[config.mk]
export PLATFORM = sky130hd
export DESIGN_NAME = pc_fetch_stage
export DESIGN_NICKNAME = d
export VERILOG_FILES = /design/src/rtl/pc_fetch_stage_pkg.sv /design/src/rtl/pc_fetch_stage_ifid_latch.sv /design/src/rtl/pc_fetch_stage.sv
export SDC_FILE = /design/constraint.sdc
export NUM_CORES = 1
export LEC_CHECK = 0
export ABC_AREA = 1
export CORE_AREA = 10 10 133 135
export CTS_BUF_LIST = sky130_fd_sc_hd__clkbuf_8
export DETAILED_ROUTE_END_ITERATION = 8
export DIE_AREA = 0 0 143 145
export GPL_ROUTABILITY_DRIVEN = 0
export PLACE_DENSITY_LB_ADDON = 0.05
export SYNTH_ARGS = -nofsm -noshare
export SYNTH_HDL_FRONTEND = slang
export SYNTH_SLANG_ARGS = --single-unit
[constraint.sdc]
create_clock -name clk -period 3.3 [get_ports clk]
set_input_delay 0.495 -clock clk [delete_from_list [all_inputs] [get_ports clk]]
set_output_delay 0.495 -clock clk [all_outputs]
set_load 0.05 [all_outputs]
[src/rtl/pc_fetch_stage_pkg.sv]
// Shared types for the PC fetch stage: FSM encoding, machine word type and
// default halt/reset constants.
package pc_fetch_stage_pkg;

    typedef logic [31:0] word_t;

    typedef enum logic [1:0] {
        ST_BOOT = 2'd0,
        ST_RUN  = 2'd1,
        ST_HALT = 2'd2
    } fetch_state_e;

    localparam word_t DEFAULT_HALT_INSTR = 32'hFFFF_FFFF;
    localparam word_t DEFAULT_RESET_PC   = 32'h0000_0000;

endpackage

[src/rtl/pc_fetch_stage_ifid_latch.sv]
// IF/ID pipeline latch: instruction word, its next-PC and a valid flag,
// with load, hold and bubble controls (bubble wins over load).
module ifid_latch
    import pc_fetch_stage_pkg::*;
(
    input  logic        clk,
    input  logic        rst,
    input  logic        i_load,
    input  logic        i_bubble,
    input  logic [31:0] i_instr,
    input  logic [31:0] i_npc,
    output logic [31:0] o_instr,
    output logic [31:0] o_npc,
    output logic        o_valid
);

    word_t r_instr;
    word_t r_npc;
    logic  r_valid;

    // A bubble keeps the old instruction/npc and only clears valid.
    always_ff @(posedge clk or posedge rst) begin
        if (rst) begin
            r_instr <= 32'h0000_0000;
            r_npc   <= 32'h0000_0000;
            r_valid <= 1'b0;
        end else if (i_bubble) begin
            r_valid <= 1'b0;
        end else if (i_load) begin
            r_instr <= i_instr;
            r_npc   <= i_npc;
            r_valid <= 1'b1;
        end else begin
            r_valid <= r_valid;
        end
    end

    assign o_instr = r_instr;
    assign o_npc   = r_npc;
    assign o_valid = r_valid;

endmodule

[src/rtl/pc_fetch_stage.sv]
// Fetch stage: PC register, BOOT/RUN/HALT control FSM and IF/ID latch.
// Define FETCH_PERF_CNT_EN to build the fetch/stall performance counters.
module pc_fetch_stage
    import pc_fetch_stage_pkg::*;
#(
    parameter logic [31:0] RESET_PC   = DEFAULT_RESET_PC,
    parameter logic [31:0] HALT_INSTR = DEFAULT_HALT_INSTR
) (
    input  logic        clk,
    input  logic        rst,
    input  logic        stall,
    input  logic        br_taken,
    input  logic [31:0] br_target,
    output logic [31:0] pc_out,
    input  logic [31:0] pc_incr,
    output logic [31:0] imem_addr,
    input  logic [31:0] imem_data,
    output logic [31:0] ifid_instr,
    output logic [31:0] ifid_npc,
    output logic        ifid_valid,
    output logic        halted,
    output logic [31:0] fetch_cnt,
    output logic [31:0] stall_cnt
);

    fetch_state_e r_state;
    fetch_state_e w_state_nxt;
    word_t        r_pc;
    word_t        w_pc_nxt;
    logic         r_halted;
    logic         w_load;
    logic         w_bubble;

    // State, PC and halted flag registers.
    always_ff @(posedge clk or posedge rst) begin
        if (rst) begin
            r_state  <= ST_BOOT;
            r_pc     <= RESET_PC;
            r_halted <= 1'b0;
        end else begin
            r_state  <= w_state_nxt;
            r_pc     <= w_pc_nxt;
            r_halted <= (w_state_nxt == ST_HALT);
        end
    end

    // Next-state/next-PC: redirect beats stall beats halt detect beats fetch.
    always_comb begin
        w_state_nxt = r_state;
        w_pc_nxt    = r_pc;
        w_load      = 1'b0;
        w_bubble    = 1'b0;
        case (r_state)
            ST_BOOT: begin
                w_state_nxt = ST_RUN;
            end
            ST_RUN: begin
                if (br_taken) begin
                    w_pc_nxt = br_target;
                    w_bubble = 1'b1;
                end else if (stall) begin
                    w_pc_nxt = r_pc;
                end else if (imem_data == HALT_INSTR) begin
                    w_load      = 1'b1;
                    w_state_nxt = ST_HALT;
                end else begin
                    w_pc_nxt = pc_incr;
                    w_load   = 1'b1;
                end
            end
            ST_HALT: begin
                if (br_taken) begin
                    w_pc_nxt    = br_target;
                    w_bubble    = 1'b1;
                    w_state_nxt = ST_RUN;
                end else begin
                    w_bubble = 1'b1;
                end
            end
            default: begin
                w_state_nxt = ST_BOOT;
                w_pc_nxt    = RESET_PC;
            end
        endcase
    end

    ifid_latch u_ifid_latch (
        .clk      (clk),
        .rst      (rst),
        .i_load   (w_load),
        .i_bubble (w_bubble),
        .i_instr  (imem_data),
        .i_npc    (pc_incr),
        .o_instr  (ifid_instr),
        .o_npc    (ifid_npc),
        .o_valid  (ifid_valid)
    );

`ifdef FETCH_PERF_CNT_EN
    word_t r_fetch_cnt;
    word_t r_stall_cnt;
    logic  w_stall_cnt_en;

    assign w_stall_cnt_en = (r_state == ST_RUN) && stall && !br_taken;

    // Free-running wrap-around performance counters.
    always_ff @(posedge clk or posedge rst) begin
        if (rst) begin
            r_fetch_cnt <= 32'h0000_0000;
            r_stall_cnt <= 32'h0000_0000;
        end else begin
            r_fetch_cnt <= w_load ? (r_fetch_cnt + 32'd1) : r_fetch_cnt;
            r_stall_cnt <= w_stall_cnt_en ? (r_stall_cnt + 32'd1) : r_stall_cnt;
        end
    end

    assign fetch_cnt = r_fetch_cnt;
    assign stall_cnt = r_stall_cnt;
`else
    assign fetch_cnt = 32'h0000_0000;
    assign stall_cnt = 32'h0000_0000;
`endif

    assign pc_out    = r_pc;
    assign imem_addr = r_pc;
    assign halted    = r_halted;

endmodule

==> results of run 1 <==
[cells in the mapped netlist (2+ instances only)]
cell / instances
mux2_1: 2
ha_1: 4
mux2_2: 12
dfrtp_1: 100
buf_6: 10
clkbuf_1: 9
a21oi_1: 2
nand2_2: 3
inv_1: 40
nand2_1: 159
o21ai_0: 30
mux2_4: 18
buf_4: 97
o21ai_1: 3
inv_2: 3
nor2_1: 11
nand3_1: 32
o21bai_1: 2
buf_2: 8
o31ai_1: 32
[kinds of logic after synthesis]
kind of cell | count (synthesis) | share of synthesized area
AOI/OAI and AO/OA | 70 | 0.0821
adders and majority gates | 4 | 0.00935
buffers and inverters | 167 | 0.201
DFF | 100 | 0.468
muxes | 32 | 0.0800
other | 1 | 0.000701
and+or+nand+nor | 208 | 0.159
[stage by stage]
step | power (W) | instances | util
after global routing | 0.00927 | 960 | 0.499
after floorplan | 0.00631 | 645 | -
final | 0.00885 | 960 | 0.499
after global placement | 0.00798 | 944 | 0.483
after CTS | 0.00894 | 960 | 0.499
after detailed placement | 0.00802 | 944 | 0.483
[worst max-delay path by stage]
stage | slack (ps) | depth (start not counted) | start | end
2_1_floorplan | 190 | 1 | rst | halted
3_3_place_gp | 810 | 8 | br_taken | u_ifid_latch.o_npc[25]
3_5_place_dp | 740 | 8 | br_taken | u_ifid_latch.o_npc[1]
4_1_cts | 960 | 8 | r_state[0] | u_ifid_latch.o_npc[1]
5_1_grt | 770 | 8 | r_state[0] | u_ifid_latch.o_npc[2]
6_report | 1000 | 9 | r_state[0] | u_ifid_latch.o_npc[1]
[power by group]
part	switching, W	leakage [nW]	internal [W]
Sequential	0.000399	1.25	0.00179
Combinational	0.00394	2.18	0.00181
Clock	0.000438	0.122	0.000466
[per-layer routing]
layer | wire length (um) | global-route usage
met1 | 7320 | 0.195
met2 | 8350 | 0.264
met3 | 1310 | 0.0437
met4 | 365 | 0.0640
met5 | 0 | 0
[critical path, cell delays in order, from the launching register on]
cell and delay (ps):
dfrtp_1 410, inv_1 90, ha_1 260, inv_1 90, nand2_1 70, nand2_2 120
nand3_4 460, buf_4 460, nand2_1 90, o21ai_0 90
[state kept, by name, indices dropped and copies added (netlist names)]
signal,cells
halted,1
imem_addr,32
r_state,2
u_ifid_latch.o_instr,32
u_ifid_latch.o_npc,32
u_ifid_latch.o_valid,1
[layout make-up]
cell class | instances | area [sq um]
Clock buffer | 11 | 151
Clock inverter | 5 | 76.3
Fill cell | 1398 | 7540
Inverter | 43 | 164
Multi-Input combinational cell | 378 | 2020
Sequential cell | 100 | 2500
Tap cell | 188 | 235
Timing Repair Buffer | 235 | 2350
==> flow_summary.ini, run 1 <==
[synth]
synth_largest_area_cell = dfrtp_1
synthArstFlopShare = 1.00
avgSynthCellArea_sq_um = 9.19
synth_edf_count = 0
netlist_area_sq_um = 5350
synth_top_area_share = 0.468
synth_ff_type = dfrtp_1
yosysUniqueCellTypes = 25
yosysSeqAreaShare = 0.468
synthTopCellsByArea = dfrtp_1 47%, buf_4 14%, nand2_1 11%
ys_ff_latch = 100
synth_cells = 582
yosysWarnings = 0

[clocking]
cts_tree = yes
cts_root_buf = clkbuf_8
clk_pin_slew_worst_paths_ps = 100
cts_hold_buf = 0
htree_levels = 3
post_cts_buffers = 0
insertion_delay_ps = 370
cts_buffers = 9
clk_path_buf_depth = 2
postCtsResizedCells = 0
cts_num_sinks = 100

[final_layout]
drive_above_1_share = 0.0777
stdcell_area_sq_um = 7490
n_antenna_cell = 0
fin_nets = 871
layout_commonest_cell = clkdlybuf4s50_1
mostFrequentLayoutCells = 229 x clkdlybuf4s50_1, 159 x nand2_1, 100 x dfrtp_1
area_delta_synth_final_pct = 40.1

[worst_setup_path]
r2r-start = r_state[0]
critPathMaxFanout = 35
arrival_ps = 2550
reg2reg_depth = 9
worst_ep_required_time_ps = 3550
critPathLaunchType = flip-flop
r2r-end = u_ifid_latch.o_npc[1]
r2r_slack_ps = 1000
crit_path_end_kind = flip-flop
crit_type = flip-flop to flip-flop

[timing]
worst_slew_pin_slew_ps = 1180
hold_viol_final = 0
max_freq_ghz = 0.435
fin_setup_tns_ps = 0
layout_setup_ws_ps = 1000
fin_skew_ps = 6.98
period_needed_ps = 2300
rsz0062_at_grt = no
setup_viol_count_final = 0
drv_slew = 0
hold_slack_ps = 497
finalCritPeriodShare = 0.697
slew_headroom = 0.210

[grt]
grt_use_total = 0.161
grt_overflow_total = 0
grt_pass1_wl_mm = 26.5
grt_antenna_before_repair = 0
grt_pass1_vias = 4596
grt_max_degree = 55

[floorplan]
die_w_um = 143
die_h_um = 145
dieArea_sq_um = 20700
initial_core_util = 0.356
row_count = 45
pin_count = 294
core_area_sq_um = 15000

[placement]
place_area_sq_um = 7270
port_buffers = 229
place_ws_ps = 735
dp_hpwl_mm = 13.4

[detailed_routing]
drc = 0
via_per_inst = 4.52
drt-initial-drc-count = 263
firstDrtPassIters = 4
via_count = 4343
drtAntennaViolNets = 0
wirelength_mm = 17.3
wl_per_cell_um = 18.1

[hold_path]
worstHoldStart = u_ifid_latch.o_npc[26]
min_path_cells = 2
min_to = u_ifid_latch.o_npc[26]
min_path_type = flip-flop to flip-flop

[outcome]
status = finished clean

[run]
maxCapViolCount = 0

[power]
power_leakage_nw = 3.56
irDropWorstVdd_v = 0.000550
power_per_cell_area_nw_per_um2 = 1180
Power figures use the tool's default switching activity.
==> run 2, diff against run 1 <==
- CORE_AREA: 10 10 133 135 -> 10 10 127 129
- DIE_AREA: 0 0 143 145 -> 0 0 137 139
- clock period: 3.3 -> 2.21 ns (I/O delays scaled with it)
==> run 2 against run 1 <==
  * Critical endpoint is now imem_addr[26]
  * Clock skew rose by 1.3 ps
  * Sequential power rose by 47%
  * Setup slack got worse by 740 ps
  * Count of clock-buffer cells in the layout rose by 1
  * Clock power rose by 53%
  * Combinational power rose by 50%
  * Sequential share of layout area fell by 0.43 points
  * Critical path depth fell by 8
  * First-iteration DRC count fell by 12%
  * Hold slack got worse by 180 ps
  * Register-to-register slack got worse by 690 ps
==> flow_summary.ini, run 2 (same netlist as run 1, synthesis figures left out) <==
[outcome]
status = finished clean

[timing]
layout_setup_ws_ps = 262
period_needed_ps = 1950
slew_headroom = 0.620
fin_setup_tns_ps = 0
hold_viol_final = 0
max_freq_ghz = 0.513
finalCritPeriodShare = 0.881
drv_slew = 0
rsz0062_at_grt = no
setup_viol_count_final = 0
fin_skew_ps = 8.29
worst_slew_pin_slew_ps = 568

[placement]
dp_hpwl_mm = 13.1
place_inst = 944
place_area_sq_um = 7360
place_ws_ps = 108
port_buffers = 229

[clocking]
cts_root_buf = clkbuf_8
cts_tree = yes
clk_path_buf_depth = 2
cts_buffers = 9
post_cts_buffers = 0
cts_hold_buf = 0
postCtsResizedCells = 0
cts_num_sinks = 100
htree_levels = 3
clk_pin_slew_worst_paths_ps = 100
insertion_delay_ps = 380

[worst_setup_path]
cp.depth = 1
critPathMaxFanout = 3
crit_type = flip-flop to output port
path_buf_inv = 1
reg2reg_depth = 8
worst_ep_required_time_ps = 1880
path_cells = clkdlybuf4s50_1
critPathLaunchType = flip-flop
arrival_ps = 1620
slowest_delay_ps = 830
worst_path_max_delay_cell = clkdlybuf4s50_1
crit_path_end_kind = output port
crit_family = buffers and inverters

[floorplan]
core_area_sq_um = 13700
die_w_um = 137
initial_core_util = 0.392
dieArea_sq_um = 19000
pin_count = 294
die_h_um = 139
row_count = 43

[grt]
grt_use_total = 0.172
grt_max_degree = 42
grt_antenna_before_repair = 0
grt_pass1_wl_mm = 26.1
grt_overflow_total = 0
grt_pass1_vias = 4797

[detailed_routing]
drt-initial-drc-count = 232
via_count = 4329
via_per_inst = 4.51
drtAntennaViolNets = 0
wl_per_cell_um = 17.4
drc = 0
wirelength_mm = 16.7
firstDrtPassIters = 5

[final_layout]
layout_commonest_cell = clkdlybuf4s50_1
multiInputGateArea_sq_um = 2020
fillerInstances = 1263
fin_cells = 960
mostFrequentLayoutCells = 229 x clkdlybuf4s50_1, 159 x nand2_1, 100 x dfrtp_1
fin_nets = 879
area_delta_synth_final_pct = 41.9
seqCellArea_sq_um = 2500
drive_above_1_share = 0.0885
n_antenna_cell = 0
stdcell_area_sq_um = 7590

[power]
irDropWorstVdd_v = 0.000743
power_leakage_nw = 3.61
power_per_cell_area_nw_per_um2 = 1750

[hold_path]
min_path_type = primary input to asynchronous set/reset pin

[run]
maxCapViolCount = 0
==> run 2: through the flow <==
stage	power (W)	hold WS, ps	utilization
floorplan	0.00942	463	-
global placement	0.0119	467	0.538
detailed placement	0.0120	467	0.538
CTS	0.0134	318	0.556
global route	0.0139	328	0.556
finish	0.0133	318	0.556
==> run 2: path summary, 6_finish.rpt <==
check / start / endpoint / slack (ps)
worst min-delay path: rst / u_ifid_latch.o_npc[14] / 320
worst max register to register: r_state[0] / u_ifid_latch.o_instr[0] / 310
worst max-delay path: imem_addr[26] / imem_addr[26] / 260
worst min register to register: u_ifid_latch.o_valid / u_ifid_latch.o_valid / 490
min in group clk: u_ifid_latch.o_valid / u_ifid_latch.o_valid / 490
max in group asynchronous: rst / halted / 1300
==> run 2: routing by layer <==
layer / track usage / part of all wire
met5: 0 / 0
met4: 0.0549 / 0.013
met3: 0.0384 / 0.080
met2: 0.304 / 0.51
met1: 0.200 / 0.40
==> run 2: power breakdown <==
part / total [W] / leakage, nW / internal [W] / switching (W)
clock: 0.00138 / 0.120 / 0.000728 / 0.000652
combinational: 0.00865 / 2.24 / 0.00278 / 0.00587
sequential: 0.00323 / 1.25 / 0.00267 / 0.000556
==> run 2: final cells by class <==
class / count / area share
Multi-Input combinational cell: 378 / 0.265
Clock inverter: 4 / 0.00939
Timing Repair Buffer: 243 / 0.322
Sequential cell: 100 / 0.330
Clock buffer: 12 / 0.0218
Inverter: 43 / 0.0218
Tap cell: 180 / 0.0297
==> run 3, diff against run 2 <==
- ABC_CLOCK_PERIOD_IN_PS: default -> 2210
==> results of run 3 <==
Same layout as run 2: the final DEF is identical, and so are final timing and power.
